$ cat src/rtl/fios_result_collector_if.sv
// fios_result_collector_if
//   Bundles the collector's handshake and data signals.
//   slave  : the collector itself (consumes issue/P, produces words).
//   master : the surrounding logic (upstream DSP control and word consumer).
//   Signals:
//     start_i, issue_i, P_i[33:0]     upstream control and DSP P output
//     stall_o                         back-pressure to upstream issue logic
//     word_o[16:0], word_valid_o,     result word stream with ready/valid
//     word_ready_i, last_o
//     carry_o[16:0]                   upper half of last captured P
//     busy_o                          operand in progress
//     ovf_o                           sticky overflow, only with FIOS_COLLECT_OVF_EN
interface fios_result_collector_if;
  logic        start_i;
  logic        issue_i;
  logic [33:0] P_i;
  logic        stall_o;
  logic [16:0] word_o;
  logic        word_valid_o;
  logic        word_ready_i;
  logic        last_o;
  logic [16:0] carry_o;
  logic        busy_o;
`ifdef FIOS_COLLECT_OVF_EN
  logic        ovf_o;
`endif

  modport slave (
`ifdef FIOS_COLLECT_OVF_EN
    output ovf_o,
`endif
    input  start_i, issue_i, P_i, word_ready_i,
    output stall_o, word_o, word_valid_o, last_o, carry_o, busy_o
  );

  modport master (
`ifdef FIOS_COLLECT_OVF_EN
    input  ovf_o,
`endif
    output start_i, issue_i, P_i, word_ready_i,
    input  stall_o, word_o, word_valid_o, last_o, carry_o, busy_o
  );
endinterface

$ cat src/rtl/fios_result_collector.sv
// fios_result_collector
//   Collects the low 17 bits of each DSP P result into a small word FIFO,
//   tags the final word of each operand, and feeds the upper 17 bits back
//   as carry. An issue is tracked through a LATENCY-deep valid pipe so the
//   P output is captured exactly when the DSP presents it.
//   Ports:
//     clock_i    rising-edge clock
//     reset_n_i  asynchronous active-low reset
//     bus        fios_result_collector_if.slave (see interface header)
//   Optional feature: define FIOS_COLLECT_OVF_EN to add the sticky ovf_o flag.
module fios_result_collector #(
  parameter int ABREG      = 1,
  parameter int MREG       = 1,
  parameter int WORD_COUNT = 16,
  parameter int FIFO_DEPTH = 4
) (
  input  logic                      clock_i,
  input  logic                      reset_n_i,
  fios_result_collector_if.slave    bus
);
  localparam int LATENCY = 1 + ABREG + MREG;
  localparam int PTR_W   = $clog2(FIFO_DEPTH);
  localparam int OCC_W   = PTR_W + 1;
  localparam int CNT_W   = $clog2(WORD_COUNT);
  localparam int SUM_W   = $clog2(FIFO_DEPTH + LATENCY + 1);

  typedef enum logic [1:0] {IDLE, COLLECT, DRAIN} state_t;

  state_t             state, state_n;
  logic [LATENCY-1:0] vld_p;
  logic [CNT_W-1:0]   word_cnt;
  logic [OCC_W-1:0]   wr_ptr, rd_ptr, occ;
  logic [17:0]        mem [FIFO_DEPTH];
  logic [16:0]        carry_q;
  logic [SUM_W-1:0]   inflight;

  logic cap, cap_ok, last_tag, accept_start;
  logic empty, full, push, pop, head_last;

  assign cap          = vld_p[LATENCY-1];
  assign cap_ok       = cap && (state == COLLECT);
  assign last_tag     = (word_cnt == CNT_W'(WORD_COUNT - 1));
  assign accept_start = bus.start_i && (state == IDLE);

  assign occ       = wr_ptr - rd_ptr;
  assign empty     = (wr_ptr == rd_ptr);
  assign full      = (occ == OCC_W'(FIFO_DEPTH));
  assign pop       = !empty && bus.word_ready_i;
  // A pop on the same edge frees the slot, so a full FIFO can still accept.
  assign push      = cap_ok && (!full || pop);
  assign head_last = mem[rd_ptr[PTR_W-1:0]][17];

  always_comb begin
    inflight = '0;
    for (int i = 0; i < LATENCY; i++) inflight = inflight + SUM_W'(vld_p[i]);
  end

  assign bus.stall_o      = (SUM_W'(occ) + inflight) >= SUM_W'(FIFO_DEPTH - 1);
  assign bus.word_valid_o = !empty;
  assign bus.word_o       = mem[rd_ptr[PTR_W-1:0]][16:0];
  assign bus.last_o       = !empty && head_last;
  assign bus.carry_o      = carry_q;
  assign bus.busy_o       = (state != IDLE);

  always_comb begin
    state_n = state;
    case (state)
      IDLE:    if (bus.start_i) state_n = COLLECT;
      COLLECT: if (cap && last_tag) state_n = DRAIN;
      // An empty FIFO here means the tagged word was dropped; leave anyway
      // rather than wait for a word that will never arrive.
      DRAIN:   if ((pop && head_last) || empty) state_n = IDLE;
      default: state_n = IDLE;
    endcase
  end

  // Issue-to-capture valid pipe
  always_ff @(posedge clock_i or negedge reset_n_i) begin
    if (!reset_n_i) begin
      vld_p <= '0;
    end else begin
      vld_p[0] <= bus.issue_i;
      for (int i = 1; i < LATENCY; i++) vld_p[i] <= vld_p[i-1];
    end
  end

  // Capture stage: control state, counter, pointers, carry
  always_ff @(posedge clock_i or negedge reset_n_i) begin
    if (!reset_n_i) begin
      state    <= IDLE;
      word_cnt <= '0;
      wr_ptr   <= '0;
      rd_ptr   <= '0;
      carry_q  <= '0;
    end else begin
      state <= state_n;
      if (accept_start)
        word_cnt <= '0;
      else if (cap_ok)
        word_cnt <= last_tag ? '0 : word_cnt + 1'b1;
      if (cap_ok) carry_q <= bus.P_i[33:17];
      if (push) wr_ptr <= wr_ptr + 1'b1;
      if (pop)  rd_ptr <= rd_ptr + 1'b1;
    end
  end

  always_ff @(posedge clock_i) begin
    if (push) mem[wr_ptr[PTR_W-1:0]] <= {last_tag, bus.P_i[16:0]};
  end

`ifdef FIOS_COLLECT_OVF_EN
  logic ovf_q, drop;
  assign drop      = cap_ok && full && !pop;
  assign bus.ovf_o = ovf_q;

  always_ff @(posedge clock_i or negedge reset_n_i) begin
    if (!reset_n_i)
      ovf_q <= 1'b0;
    else if (accept_start)
      ovf_q <= 1'b0;
    else if (drop || (cap_ok && last_tag && (bus.P_i[33:17] != 17'd0)))
      ovf_q <= 1'b1;
  end
`endif
endmodule

$ cat src/flat_wrapper.sv
// flat-port wrapper written by rule: the top's interface ports become plain ports
module fios_result_collector_flat 
#(
  parameter int ABREG      = 1,
  parameter int MREG       = 1,
  parameter int WORD_COUNT = 16,
  parameter int FIFO_DEPTH = 4
)
  (clock_i, reset_n_i, bus_start_i, bus_issue_i, bus_P_i, bus_word_ready_i, bus_stall_o, bus_word_o, bus_word_valid_o, bus_last_o, bus_carry_o, bus_busy_o);
  fios_result_collector_if bus_i ();
  input  logic clock_i;
  input  logic reset_n_i;
  input wire logic [$bits(bus_i.start_i)-1:0] bus_start_i;
  input wire logic [$bits(bus_i.issue_i)-1:0] bus_issue_i;
  input wire logic [$bits(bus_i.P_i)-1:0] bus_P_i;
  input wire logic [$bits(bus_i.word_ready_i)-1:0] bus_word_ready_i;
  output wire logic [$bits(bus_i.stall_o)-1:0] bus_stall_o;
  output wire logic [$bits(bus_i.word_o)-1:0] bus_word_o;
  output wire logic [$bits(bus_i.word_valid_o)-1:0] bus_word_valid_o;
  output wire logic [$bits(bus_i.last_o)-1:0] bus_last_o;
  output wire logic [$bits(bus_i.carry_o)-1:0] bus_carry_o;
  output wire logic [$bits(bus_i.busy_o)-1:0] bus_busy_o;
  assign bus_i.start_i = bus_start_i;
  assign bus_i.issue_i = bus_issue_i;
  assign bus_i.P_i = bus_P_i;
  assign bus_i.word_ready_i = bus_word_ready_i;
  assign bus_stall_o = bus_i.stall_o;
  assign bus_word_o = bus_i.word_o;
  assign bus_word_valid_o = bus_i.word_valid_o;
  assign bus_last_o = bus_i.last_o;
  assign bus_carry_o = bus_i.carry_o;
  assign bus_busy_o = bus_i.busy_o;
  fios_result_collector #(.ABREG(ABREG), .MREG(MREG), .WORD_COUNT(WORD_COUNT), .FIFO_DEPTH(FIFO_DEPTH)) u_core (.clock_i(clock_i), .reset_n_i(reset_n_i), .bus(bus_i));
endmodule
$ cat config.mk
export PLATFORM = sky130hd
export DESIGN_NAME = fios_result_collector_flat
export DESIGN_NICKNAME = d
export VERILOG_FILES = /design/src/rtl/fios_result_collector_if.sv /design/src/rtl/fios_result_collector.sv /design/src/flat_wrapper.sv
export SDC_FILE = /design/constraint.sdc
export NUM_CORES = 1
export LEC_CHECK = 0
export BUFFER_PORTS_ARGS = -buffer_cell sky130_fd_sc_hd__buf_2
export CAP_MARGIN = 30
export CORE_ASPECT_RATIO = 0.9
export CORE_UTILIZATION = 31
export DETAILED_ROUTE_END_ITERATION = 6
export GPL_ROUTABILITY_DRIVEN = 1
export GPL_TIMING_DRIVEN = 1
export HOLD_SLACK_MARGIN = 0.06
export PLACE_DENSITY = 0.53
export SLEW_MARGIN = 20
export SYNTH_ARGS = -nofsm -noshare
export SYNTH_HDL_FRONTEND = slang
export SYNTH_SLANG_ARGS = --single-unit
$ cat constraint.sdc
create_clock -name clock_i -period 5.7 [get_ports clock_i]
set_input_delay 0.285 -clock clock_i [delete_from_list [all_inputs] [get_ports clock_i]]
set_output_delay 0.285 -clock clock_i [all_outputs]
set_load 0.01 [all_outputs]
# Yosys cells after proc, flatten, opt, wreduce, memory -nomap -nowiden
# Memories as Yosys holds them, arrays and structs flattened.
# Index checks and enable logic that the tools add are counted.
[word_totals] ff_bits=32 ramBits=72 word_cells=47 mem_count=1
[memory_table] memory="u_core.mem" depth=4 width=18 read_ports=1 rd_clocked_by_memory_dff=0 wr=1 line="fios_result_collector.sv:33" rtl="logic [17:0] mem [FIFO_DEPTH];"
[op_classes] add_sub_neg=7 order_cmp=1 eq_ne=8 muxes=9 reduce_logical=15
[ops] op="$mux 4" count=3
[ops] op="$logic_and 1x1->1" count=7
[ops] op="$add 3x1->3 const B" count=2
[ops] op="$mux 2" count=3
[ops] op="$pmux 2 s3" count=1
[ops] op="$add 4x1->4 const B" count=1
[ops] op="$eq 4x4->1 const B" count=1
[ops] op="$ne 2x2->1 const B" count=2
[ops] op="$reduce_bool 2->1" count=2
[ops] op="$add 3x1->3" count=1
[ops] op="$add 3x3->3" count=1
[ops] op="$eq 3x3->1" count=1
[ops] op="$eq 3x3->1 const B" count=1
[ops] op="$ge 3x2->1 const B" count=1
[ops] op="$reduce_and 3->1" count=1
[ops] op="$sub 3x3->3" count=1
[ops] op="$add 1x1->2" count=1
[ops] op="$eq 2x1->1 const B" count=1
[ops] op="$eq 2x2->1 const B" count=1
[ops] op="$logic_not 1->1" count=2
[ops] op="$logic_not 2->1" count=1
[ops] op="$logic_or 1x1->1" count=2
[ops] op="$mux 1" count=2
[ops] op="$ne 2x1->1 const B" count=1

# Longest topological paths before layout
# Gate-level depths: netlist of the first run.
[logic_depth] depth_word=7 mapped_depth=8

# Worst setup path before layout of the first run
# Ideal clock, no wire load.
[synth_timing] kind="register to register" from="register u_core.rd_ptr[1]" to="memory u_core.mem[1][0] (enable)" arrival_ps=2298 required_ps=5324 setup_slack_ps=3026 stages_incl_launch_ff=8 path_buffers=2 synth_period_minus_slack_ps=2674 path_cell_list="dfrtp_1 > buf_2 > buf_1 > inv_1 > ha_1 > a31o_2 > a21oi_4 > and2_1"
[synth_between] elab_chain_cells=7 word_cells_on_any_way=10 classes_between="add/sub: 1; eq/ne: 2; mux: 2; reduce/logical: 5"
[synth_rtl] element="start: declaration" line="fios_result_collector.sv:32" rtl="logic [OCC_W-1:0] wr_ptr, rd_ptr, occ;"
[synth_rtl] element="start signal: assignment" line="fios_result_collector.sv:103" rtl="if (pop) rd_ptr <= rd_ptr + 1'b1;"
[synth_rtl] element="$sub 3x3->3 / $eq 3x3->1 (equally long branches)" line="fios_result_collector.sv:45, fios_result_collector.sv:46"
[synth_rtl] element="$eq 3x3->1 / $logic_not 1->1 (equally long branches)" line="fios_result_collector.sv:47, fios_result_collector.sv:48"
[synth_rtl] element="$logic_not 1->1 / $logic_and 1x1->1 (equally long branches)" line="fios_result_collector.sv:50, fios_result_collector.sv:48"
[synth_rtl] element="$logic_or 1x1->1 *" line="fios_result_collector.sv:50" rtl="assign push = cap_ok && (!full || pop);"
[synth_rtl] element="$logic_and 1x1->1 *" line="fios_result_collector.sv:50"
[synth_rtl] element="$mux 1 *" line="fios_result_collector.sv:108" rtl="if (push) mem[wr_ptr[PTR_W-1:0]] <= {last_tag, bus.P_i[16:0]};"
[synth_rtl] element="$mux 1 (implied by the code) *" line="fios_result_collector.sv:108"
[synth_rtl] element="end: declaration" line="fios_result_collector.sv:33"
# Mark *: on every way between the ends. The rest lies on a longest branch, timed or not.

# Final worst setup path of the first run
[layout_timing] from="register u_core.rd_ptr[1]" to="memory u_core.mem[1][10] (enable)"
# The elaborated chain is that of the path after synthesis.

==> out/results.md, run 1 <==
Run status
* status: complete, no violations

Drt
* ratio of routed vias to standard cells: 4.50
* iteration count of the initial detailed-routing pass: 4
* DRC violations left: 0
* Routed WL: 7.79 mm
* post-DR wirelength/cell: 15.5 µm
* number of design-rule violations left by the first detailed-router iteration: 137
* post-route ant nets: 0
* number of vias after detailed routing: 2,252

Clock tree
* number of H-tree levels: 3
* number of clock sinks seen by CTS: 104
* clock tree buffer depth: 2
* clock tree from TritonCTS: built
* clock buffers created by TritonCTS: 9
* Worst-path clk slew: 70 ps
* root buf cell: sky130_fd_sc_hd__clkbuf_16
* clock latency of the later-clocked register in the worst-skew pair: 350 ps

Critical path
* largest stage delay on the critical path: 770 ps
* Arr. time, crit path: 2880 ps
* kind of cell adding the most delay to the critical path: simple AND/OR/NAND/NOR gates
* Critical path buffers and inverters: 0
* highest net fanout along the worst path: 18
* Critical Path Source Type: flop
* master of the slowest instance on the critical path: sky130_fd_sc_hd__and2_1
* worst setup path class: reg2reg
* crit-path cells: fa_1, nand3b_1, mux2i_2, a21oi_4, and2_1
* endpoint kind of the worst setup timing path: flop
* required time of the critical path: 5670 ps

Placement
* sum of net half-perimeters after detailed placement: 5.12 mm
* port buffer count: 76
* placer's final routability congestion estimate: 0.678

Floorplan
* die width: 124 µm
* starting density of the core: 32.2%
* # rows: 39
* Die Height: 112 µm
* Ports: 77
* area inside the core boundary: 12,900 µm²
* area enclosed by the die boundary: 13,800 µm²

Pwr
* Comb power frac: 35.4%
* Net Switching: 850 µW
* power density over cell area: 514 nW/µm²
* Clock power frac: 22.0%
* Tot Pwr: 2.58 mW
* sequential power share: 42.6%
* Internal Pwr Total: 1.73 mW
* switching part of the total: 33.0%
* static leakage power: 2.02 nW
* maximum ir drop on the vdd rail: 195 µV

Yosys
* Synth area leaders: sky130_fd_sc_hd__edfxtp_1, sky130_fd_sc_hd__dfrtp_1, sky130_fd_sc_hd__mux4_2
* largest family of logic cells by synthesized area: multiplexers
* Yosys reg bits: 104
* fraction of the yosys area taken by sequential cells: 71.5%
* Adder-Cell Fraction of Synth Area: 3.98%
* largest area contributor in the netlist: sky130_fd_sc_hd__edfxtp_1
* total number of yosys warnings: 0
* number of unique standard cell types used by synthesis: 36
* share of the synthesized netlist area taken by xor and xnor gates: 2.08%
* post-synthesis compound-gate area fraction: 2.32%
* post-synthesis share of cell area spent on and, or, nand and nor gates: 7.79%
* Netlist Area Pre-Place: 4150 µm²
* Avg Cell Area, Syn: 16.7 µm²
* gate count after technology mapping: 248
* mux share of post-synthesis cell area: 10.7%
* Synth Net Count: 299
* area share of the leading cell type in the synthesized netlist: 52.2%

Timing
* relative max-transition margin: 40.1%
* minimum period implied by the final worst setup slack: 2920 ps
* Final Skew: 6.78 ps
* actual slew at the worst max-slew pin: 896 ps
* Final period util: 51.1%
* setup total negative slack: 0 ps
* setup repair after global routing missed its margin: false
* count of endpoints failing hold in the final timing report: 0
* fin. max-slew vios: 0
* max frequency: 0.343 GHz
* Final setup violation count: 0

Global route
* pin count of the biggest net entering global routing: 33
* first-pass GRT wire length: 12.4 mm
* initial antenna violation count: 0
* total congestion overflow after global routing: 0
* via count of the first global-routing pass: 2,395
* overall routing resource usage: 12.2%

Min path
* path category of the worst min-delay check: in2reg

Layout
* most common cell after layout, fill and taps aside: sky130_fd_sc_hd__buf_2
* share of cells above drive strength 1: 35.9%
* number of nets in the final layout: 383
* relative area change from synthesis to final layout: 20.9%
* antenna diode count: 0
* leading cell types in the layout, fill and taps excluded: sky130_fd_sc_hd__buf_2, sky130_fd_sc_hd__edfxtp_1, sky130_fd_sc_hd__nand2_1

Flow run
* reported max-cap violation count: 0

cells in the mapped netlist:
cell type and number:
sky130_fd_sc_hd__fa_1 2, sky130_fd_sc_hd__nand3b_1 2, sky130_fd_sc_hd__xor2_1 3, sky130_fd_sc_hd__mux2_2 1
sky130_fd_sc_hd__xnor2_2 1, sky130_fd_sc_hd__a21oi_2 1, sky130_fd_sc_hd__mux2i_2 1, sky130_fd_sc_hd__mux4_2 18
sky130_fd_sc_hd__a31o_2 1, sky130_fd_sc_hd__and3_1 1, sky130_fd_sc_hd__nand3_1 4, sky130_fd_sc_hd__a21oi_1 2
sky130_fd_sc_hd__xnor2_1 5, sky130_fd_sc_hd__nor3b_1 1, sky130_fd_sc_hd__nor2_1 3, sky130_fd_sc_hd__ha_1 10
sky130_fd_sc_hd__buf_4 1, sky130_fd_sc_hd__a311oi_1 1, sky130_fd_sc_hd__inv_1 7, sky130_fd_sc_hd__a22o_1 1
sky130_fd_sc_hd__edfxtp_1 72, sky130_fd_sc_hd__and2_2 1, sky130_fd_sc_hd__o21ai_0 4, sky130_fd_sc_hd__o31ai_1 1
sky130_fd_sc_hd__nand4_1 1, sky130_fd_sc_hd__buf_1 2, sky130_fd_sc_hd__a21o_1 1, sky130_fd_sc_hd__a21oi_4 1
sky130_fd_sc_hd__or2_2 1, sky130_fd_sc_hd__buf_2 5, sky130_fd_sc_hd__dfrtp_1 32, sky130_fd_sc_hd__and2_1 3
sky130_fd_sc_hd__nand4b_1 1, sky130_fd_sc_hd__mux2_4 1, sky130_fd_sc_hd__nand2_1 55, sky130_fd_sc_hd__and3b_1 1
kinds of logic after synthesis:
family,after synthesis
buffers and inverters,15
AND/OR/NAND/NOR,74
adder cells (fa/ha/maj),12
XOR/XNOR,9
AO/OA/AOI/OAI,13
flip-flops,104
multiplexers,21
metrics by stage:
stage	instances	setup WS, ps	instance area (µm²)	utilization [%]	hold WS [ps]
after floorplan	248	3030	4150	-	-10.6
after global placement	482	2440	4710	36.5	376
after detailed placement	483	2720	4720	36.6	389
after CTS	501	2720	5010	38.9	110
after global routing	501	2580	5010	38.9	111
final	501	2790	5010	38.9	123
worst reg2reg max path: stages, from the launching register on:
cell                       delay (ps)
sky130_fd_sc_hd__dfrtp_1          730
sky130_fd_sc_hd__fa_1             570
sky130_fd_sc_hd__nand3b_1         130
sky130_fd_sc_hd__mux2i_2          110
sky130_fd_sc_hd__a21oi_4          230
sky130_fd_sc_hd__and2_1           770
power groups by stage:
stage | Clock [mW] | Combinational [mW] | Sequential, mW
finish | 0.567 | 0.913 | 1.10
global placement | 0 | 0.897 | 1.12
detailed placement | 0 | 0.937 | 1.11
global route | 0.616 | 1.02 | 1.12
CTS | 0.589 | 0.941 | 1.10
floorplan | 0 | 0.637 | 1.09
area by class of cell:
| type | count | area, µm² |
|---|---|---|
| Fill cell | 1220 | 7870 |
| Multi-Input combinational cell | 129 | 1120 |
| Timing Repair Buffer | 81 | 430 |
| Tap cell | 164 | 205 |
| Clock buffer | 9 | 225 |
| Clock inverter | 7 | 47.5 |
| Inverter | 7 | 26.3 |
| Sequential cell | 104 | 2960 |
state kept, by name, indices dropped and copies added, names as in the netlist:
signal and flops:
u_core.bus.carry_o 17, u_core.state 2, u_core.rd_ptr 3, u_core.word_cnt 4
u_core.wr_ptr 3, u_core.mem 72, u_core.vld_p 3
path summary, 6_finish.rpt:
kind	startpoint	endpoint	slack, ps	depth (start not counted)
max in group asynchronous	reset_n_i	u_core.rd_ptr[1]	4690	2
worst min register to register	u_core.vld_p[0]	u_core.vld_p[1]	400	0
worst min-delay path	bus_P_i[20]	u_core.bus.carry_o[3]	120	3
worst max-delay path	u_core.rd_ptr[1]	u_core.mem[1][10]	2790	5
min in group asynchronous	reset_n_i	u_core.bus.carry_o[15]	530	2
worst max register to register	u_core.rd_ptr[1]	u_core.mem[1][10]	2790	5
what timing repair did:
action | in CTS | in global routing
buffers inserted | 0 | 0
endpoints found under the setup margin | 0 | 0
hold buffers | 2 | 0
endpoints found under the hold margin | 33 | 0
gates resized for setup | 0 | 0
metal layers:
metal / vias to the layer above / GRT usage [%] / routed length [µm]
met5: - / 0 / 0
met4: 0 / 2.86 / 66
met2: 84 / 18.8 / 3520
li1: 1075 / - / -
met1: 1086 / 15.5 / 3560
met3: 7 / 5.89 / 640
No activity file was read; power rests on OpenSTA's default activity.
==> run 2, diff against run 1 <==
--- a/config.mk
+++ b/config.mk
@@ -5,6 +5,7 @@
 export SDC_FILE = /design/constraint.sdc
 export NUM_CORES = 1
 export LEC_CHECK = 0
+export ABC_AREA = 1
 export BUFFER_PORTS_ARGS = -buffer_cell sky130_fd_sc_hd__buf_2
 export CAP_MARGIN = 30
 export CORE_ASPECT_RATIO = 0.9
@@ -13,7 +14,7 @@
 export GPL_ROUTABILITY_DRIVEN = 1
 export GPL_TIMING_DRIVEN = 1
 export HOLD_SLACK_MARGIN = 0.06
-export PLACE_DENSITY = 0.53
+export PLACE_DENSITY = 0.52
 export SLEW_MARGIN = 20
 export SYNTH_ARGS = -nofsm -noshare
 export SYNTH_HDL_FRONTEND = slang
==> constraint.sdc (replaced) <==
create_clock -name clock_i -period 3 [get_ports clock_i]
set_input_delay 0.15 -clock clock_i [delete_from_list [all_inputs] [get_ports clock_i]]
set_output_delay 0.15 -clock clock_i [all_outputs]
set_load 0.01 [all_outputs]
==> out/results.md, run 2 <==
Critical path
* worst setup path class: reg2out
* slack of the worst reg-to-reg path: 730 ps, -2060 ps
* crit-path cells: inv_1, ha_1, xnor2_1, ha_1, a21oi_1, fa_1, o21ai_0, inv_1, o21ai_0, buf_2
* required time of the critical path: 2850 ps, -2820 ps
* Crit Reg-Reg Endpoint: u_core.mem[3][5]
* Critical Path Source Type: flop
* master of the slowest instance on the critical path: sky130_fd_sc_hd__fa_1
* highest net fanout along the worst path: 4, -14
* crit path from: u_core.wr_ptr[0]
* Arr. time, crit path: 2520 ps, -360 ps
* number of cells on the worst reg-to-reg path: 9, +4
* destination of the critical timing path: bus_stall_o
* endpoint kind of the worst setup timing path: output pin
* number of gates on the worst path with buffers counted: 10, +5
* r2r startpoint: u_core.wr_ptr[0]
* Critical path buffers and inverters: 3, +3
* largest stage delay on the critical path: 430 ps, -340 ps
* kind of cell adding the most delay to the critical path: adder cells

Floorplan
* die width: 126 µm, +1.5%
* Ports: 77, unchanged
* Die Height: 113 µm, +1.5%
* area inside the core boundary: 13,400 µm², +4.1%
* starting density of the core: 31.9%, -0.32 points
* # rows: 40, +2.6%
* area enclosed by the die boundary: 14,300 µm², +3.0%

Timing
* actual slew at the worst max-slew pin: 714 ps, -181 ps
* setup total negative slack: 0 ps, unchanged
* setup repair after global routing missed its margin: false
* Final setup violation count: 0, unchanged
* fin. max-slew vios: 0, unchanged
* relative max-transition margin: 52.4%, +12 points
* worst-case setup margin in the final layout: 325 ps, -2460 ps
* count of endpoints failing hold in the final timing report: 0, unchanged
* Final period util: 89.2%
* minimum period implied by the final worst setup slack: 2670 ps
* max frequency: 0.374 GHz
* Final Skew: 10.9 ps, +4.13 ps

Drt
* post-route ant nets: 0, unchanged
* iteration count of the initial detailed-routing pass: 6, +2
* DRC violations left: 0, unchanged
* ratio of routed vias to standard cells: 4.53, +0.67%
* number of design-rule violations left by the first detailed-router iteration: 144, +5.1%
* post-DR wirelength/cell: 13.6 µm, -12%
* number of vias after detailed routing: 2,964, +32%
* Routed WL: 8.91 mm, +14%

Pwr
* maximum ir drop on the vdd rail: 427 µV, +120%
* Tot Pwr: 5.33 mW, +110%
* static leakage power: 2.33 nW, +16%
* power density over cell area: 965 nW/µm², +88%

Layout
* count of fill cells added during filler insertion: 1,292, +5.9%
* relative area change from synthesis to final layout: 29.2%
* final design instance area without fill: 5520 µm², +10%
* antenna diode count: 0, unchanged
* flip-flop count of the largest register, all copies and words added: 72, unchanged
* share of cells above drive strength 1: 23.2%, -13 points
* most common cell after layout, fill and taps aside: sky130_fd_sc_hd__nand2_1
* leading cell types in the layout, fill and taps excluded: sky130_fd_sc_hd__nand2_1, sky130_fd_sc_hd__buf_2, sky130_fd_sc_hd__edfxtp_1
* number of nets in the final layout: 533, +39%
* non-filler instance count after layout: 655, +31%

Run status
* status: complete, no violations

Placement
* placer's final routability congestion estimate: 0.775, +14%
* Placed Instance Area: 4860 µm², +2.9%
* post-placement cell count: 603, +25%
* setup slack after placement: 712 ps, -2010 ps
* sum of net half-perimeters after detailed placement: 5.51 mm, +7.6%
* port buffer count: 76, unchanged

Global route
* total congestion overflow after global routing: 0, unchanged
* via count of the first global-routing pass: 2,988, +25%
* pin count of the biggest net entering global routing: 39, +18%
* overall routing resource usage: 13.5%, +1.3 points
* first-pass GRT wire length: 14.8 mm, +19%
* initial antenna violation count: 0, unchanged

Clock tree
* Worst-path clk slew: 70 ps, about the same
* clock tree buffer depth: 2, unchanged
* post-CTS repair timing setup buffer count: 0, unchanged
* clock tree from TritonCTS: built
* clock latency of the later-clocked register in the worst-skew pair: 350 ps, about the same
* number of clock sinks seen by CTS: 104, unchanged
* root buf cell: sky130_fd_sc_hd__clkbuf_16
* number of H-tree levels: 3, unchanged
* clock buffers created by TritonCTS: 9, unchanged

Yosys
* area share of the leading cell type in the synthesized netlist: 50.6%, -1.6 points
* largest area contributor in the netlist: sky130_fd_sc_hd__edfxtp_1
* async set or reset register ratio after synthesis: 30.8%, unchanged
* Netlist Area Pre-Place: 4270 µm², +3.1%
* gate count after technology mapping: 366, +48%
* fraction of the yosys area taken by sequential cells: 69.3%, -2.1 points
* Yosys reg bits: 104, unchanged
* total number of yosys warnings: 0, unchanged
* Synth area leaders: sky130_fd_sc_hd__edfxtp_1, sky130_fd_sc_hd__dfrtp_1, sky130_fd_sc_hd__nand2_1
* flip-flop cell with the highest count after synthesis: sky130_fd_sc_hd__edfxtp_1
* most frequently used cell type in the post-synthesis netlist: sky130_fd_sc_hd__nand2_1
* Avg Cell Area, Syn: 11.7 µm², -30%
* number of unique standard cell types used by synthesis: 21, -42%
* count of flip-flops with a built-in enable after synthesis: 72, unchanged
* Synth Net Count: 417, +39%
* top cells by count, synth: sky130_fd_sc_hd__nand2_1, sky130_fd_sc_hd__edfxtp_1, sky130_fd_sc_hd__nor2_1

Flow run
* reported max-cap violation count: 0, unchanged

Min path
* path category of the worst min-delay check: in2reg

[run 2: worst min-delay path, delay by kind of cell]
family | cells | cell delay [ps]
buffers and inverters | 1 | 80
and+or+nand+nor | 2 | 190
[run 2: area by class of cell]
cell class                      count  area, µm²  area share, %
Sequential cell                   104       2960           53.7
Multi-Input combinational cell    222       1150           20.8
Timing Repair Buffer              120        801           14.5
Clock buffer                        9        225           4.08
Tap cell                          168        210           3.81
Inverter                           25       93.8           1.70
Clock inverter                      7       77.6           1.40
[run 2: worst min path at each step]
stage / start / endpoint / slack (ps) / cells past startpoint
floorplan: reset_n_i / u_core.bus.carry_o[0] / -150 / 0
CTS: bus_start_i / u_core.state[0] / 100 / 3
detailed placement: reset_n_i / u_core.bus.carry_o[15] / 250 / 1
global route: bus_start_i / u_core.state[0] / 130 / 3
finish: bus_start_i / u_core.state[0] / 110 / 3
global placement: reset_n_i / u_core.bus.carry_o[9] / 250 / 1
[run 2: logic make-up (layout without fill, tap and decap cells)]
kind of cell    Yosys count  after routing  share of synthesized area [%]
flops                   104            104                           69.3
xor+xnor                  4              4                          0.820
buf+inv                  40            161                           3.95
compound gates           65             65                           8.14
simple gates            141            141                           13.9
fa+ha+maj                12             12                           3.87
[run 2: power by group]
| group | switching [mW] | internal (mW) |
|---|---|---|
| registers | 0.153 | 1.87 |
| clock network | 0.523 | 0.656 |
| logic | 1.34 | 0.788 |
[run 2: per-stage QoR]
stage	util, %	hold slack (ps)
6_report	41.2	107
5_1_grt	41.2	132
4_1_cts	41.2	104
3_5_place_dp	36.2	255
3_3_place_gp	36.2	248
2_1_floorplan	-	-146
[run 2: timing repair]
action | 4_1_cts | 5_1_grt
hold buffers | 36 | 0
resized for setup | 0 | 0
hold endpoints to repair | 118 | 0
[run 2: routing by layer]
layer / vias to the layer above / wire [µm] / part of all wire, % / global-route usage [%]
met5: - / 0 / 0 / 0
met4: 0 / 109 / 1.2 / 4.34
met3: 8 / 458 / 5.1 / 3.80
met2: 85 / 4240 / 48 / 22.9
met1: 1396 / 4100 / 46 / 16.8
li1: 1475 / - / - / -
==> run 3, diff against run 2 <==
==> constraint.sdc (replaced) <==
create_clock -name clock_i -period 3.2 [get_ports clock_i]
set_input_delay 0.64 -clock clock_i [delete_from_list [all_inputs] [get_ports clock_i]]
set_output_delay 0.64 -clock clock_i [all_outputs]
set_load 0.01 [all_outputs]
==> out/results.md, run 3 (same netlist as run 2, synthesis figures left out) <==
Placement
* Placed Instance Area: 4880 µm², +0.51%
* placer's final routability congestion estimate: 0.784, +1.2%
* sum of net half-perimeters after detailed placement: 5.57 mm, +1.1%
* port buffer count: 76, unchanged

Pwr
* switching part of the total: 37.9%, about the same
* power density over cell area: 962 nW/µm², -0.31%
* maximum ir drop on the vdd rail: 480 µV, +12%
* Clock power frac: 21.7%, -0.4 points
* Comb power frac: 40.3%, +0.4 points
* sequential power share: 38.0%, about the same
* static leakage power: 2.19 nW, -6.3%
* Internal Pwr Total: 3.10 mW, -6.3%
* Net Switching: 1.89 mW, -6.3%

Clock tree
* post-cts repair resize count: 1, +1
* clock latency of the later-clocked register in the worst-skew pair: 350 ps, about the same
* clock tree buffer depth: 2, unchanged
* clock buffers created by TritonCTS: 9, unchanged
* number of H-tree levels: 3, unchanged
* number of clock sinks seen by CTS: 104, unchanged
* count of hold-fix buffers inserted at cts: 0, -100%
* clock tree from TritonCTS: built
* post-CTS repair timing setup buffer count: 0, unchanged
* root buf cell: sky130_fd_sc_hd__clkbuf_16
* Worst-path clk slew: 70 ps, about the same

Timing
* fin. max-slew vios: 0, unchanged
* Final setup violation count: 0, unchanged
* Final Skew: 5.20 ps, -5.70 ps
* Final period util: 95.9%
* relative max-transition margin: 53.4%, +1.0 points
* actual slew at the worst max-slew pin: 699 ps, -15.6 ps
* max frequency: 0.326 GHz
* count of endpoints failing hold in the final timing report: 0, unchanged
* setup total negative slack: 0 ps, unchanged
* minimum period implied by the final worst setup slack: 3070 ps
* setup repair after global routing missed its margin: false

Drt
* iteration count of the initial detailed-routing pass: 4, -2
* Routed WL: 8.80 mm, -1.3%
* ratio of routed vias to standard cells: 4.59, +1.5%
* number of vias after detailed routing: 2,843, -4.1%
* post-DR wirelength/cell: 14.2 µm, +4.4%
* DRC violations left: 0, unchanged
* post-route ant nets: 0, unchanged
* number of design-rule violations left by the first detailed-router iteration: 205, +42%

Critical path
* kind of cell adding the most delay to the critical path: adder cells
* required time of the critical path: 2560 ps, -290 ps
* master of the slowest instance on the critical path: sky130_fd_sc_hd__fa_1
* highest net fanout along the worst path: 4, unchanged
* crit-path cells: inv_2, ha_4, xnor2_1, ha_1, a21oi_1, fa_1, o21ai_0, inv_1, o21ai_0, buf_2
* slack of the worst reg-to-reg path: 750 ps, +20 ps
* most used cell along the critical path: sky130_fd_sc_hd__o21ai_0
* endpoint kind of the worst setup timing path: output pin
* worst setup path class: reg2out
* Critical Path Source Type: flop
* Critical path buffers and inverters: 3, unchanged
* Arr. time, crit path: 2430 ps, -90 ps
* largest stage delay on the critical path: 440 ps, about the same

Floorplan
* Die Height: 113 µm, unchanged
* die width: 126 µm, unchanged
* Ports: 77, unchanged
* # rows: 40, unchanged
* starting density of the core: 31.9%, unchanged
* area enclosed by the die boundary: 14,300 µm², unchanged
* area inside the core boundary: 13,400 µm², unchanged

Layout
* Sequential cell area: 2960 µm², unchanged
* share of cells above drive strength 1: 25.1%, +1.9 points
* relative area change from synthesis to final layout: 21.5%
* final design instance area without fill: 5190 µm², -6.0%
* count of fill cells added during filler insertion: 1,307, +1.2%
* antenna diode count: 0, unchanged
* leading cell types in the layout, fill and taps excluded: sky130_fd_sc_hd__nand2_1, sky130_fd_sc_hd__buf_2, sky130_fd_sc_hd__edfxtp_1
* flip-flop count of the largest register, all copies and words added: 72, unchanged
* number of nets in the final layout: 497, -6.8%
* core utilization of the finished layout: 38.7%, -2.5 points
* combined area of the multi-input logic cells: 1160 µm², +1.1%
* most common cell after layout, fill and taps aside: sky130_fd_sc_hd__nand2_1

Global route
* via count of the first global-routing pass: 2,729, -8.7%
* total congestion overflow after global routing: 0, unchanged
* overall routing resource usage: 13.2%, -0.24 points
* first-pass GRT wire length: 14.2 mm, -3.6%
* pin count of the biggest net entering global routing: 39, unchanged
* initial antenna violation count: 0, unchanged

Run status
* status: complete, no violations

Min path
* path category of the worst min-delay check: in2async

Flow run
* reported max-cap violation count: 0, unchanged

-- run 3: changes by cell type in the layout (fill, tap and decap cells not counted), moves of 2 or more --
| cell | change |
|---|---|
| sky130_fd_sc_hd__buf_12 | +2 |
| sky130_fd_sc_hd__buf_4 | -2 |
| sky130_fd_sc_hd__clkinv_1 | +2 |
| sky130_fd_sc_hd__dlygate4sd3_1 | -36 |
-- run 3: final timing paths --
| check | startpoint | to | depth (start not counted) |
|---|---|---|---|
| setup / recovery | u_core.wr_ptr[0] | bus_stall_o | 10 |
| hold / removal | reset_n_i | u_core.bus.carry_o[9] | 1 |
| setup reg to reg | u_core.rd_ptr[1] | u_core.mem[1][1] | 11 |
| hold reg to reg | u_core.vld_p[0] | u_core.vld_p[1] | 0 |
| max in group asynchronous | reset_n_i | u_core.vld_p[2] | 1 |
| min in group clock_i | u_core.vld_p[0] | u_core.vld_p[1] | 0 |
-- run 3: metrics by stage --
step	power, mW	hold WS [ps]	std cells	worst slack, ps
after CTS	5.04	366	619	26.7
after floorplan	3.21	344	366	406
after global placement	3.91	363	603	436
final	4.99	335	619	133
after global routing	5.39	381	619	15.4
after detailed placement	3.94	377	603	387
-- run 3: final cells by class --
type	instances	share of cell area [%]
inverters	25	1.81
repair buffers	84	8.97
clock inverters	7	1.33
flip-flops and latches	104	57.1
well taps	168	4.05
multi-input cells	222	22.4
clock buffers	9	4.34
-- run 3: routing by layer --
| layer | GRT usage [%] | up-vias | part of all wire, % |
|---|---|---|---|
| met5 | 0 | - | 0 |
| met4 | 4.10 | 0 | 0.98 |
| met3 | 4.50 | 7 | 7.3 |
| met2 | 22.0 | 101 | 47 |
| met1 | 16.4 | 1331 | 45 |
| li1 | - | 1404 | - |
-- run 3: power by group through the flow --
stage,registers [mW],clock network [mW],logic (mW)
after floorplan,1.95,0,1.26
after global placement,1.91,0,2.00
after detailed placement,1.91,0,2.02
after CTS,1.90,1.12,2.03
after global routing,1.93,1.17,2.29
final,1.90,1.08,2.01
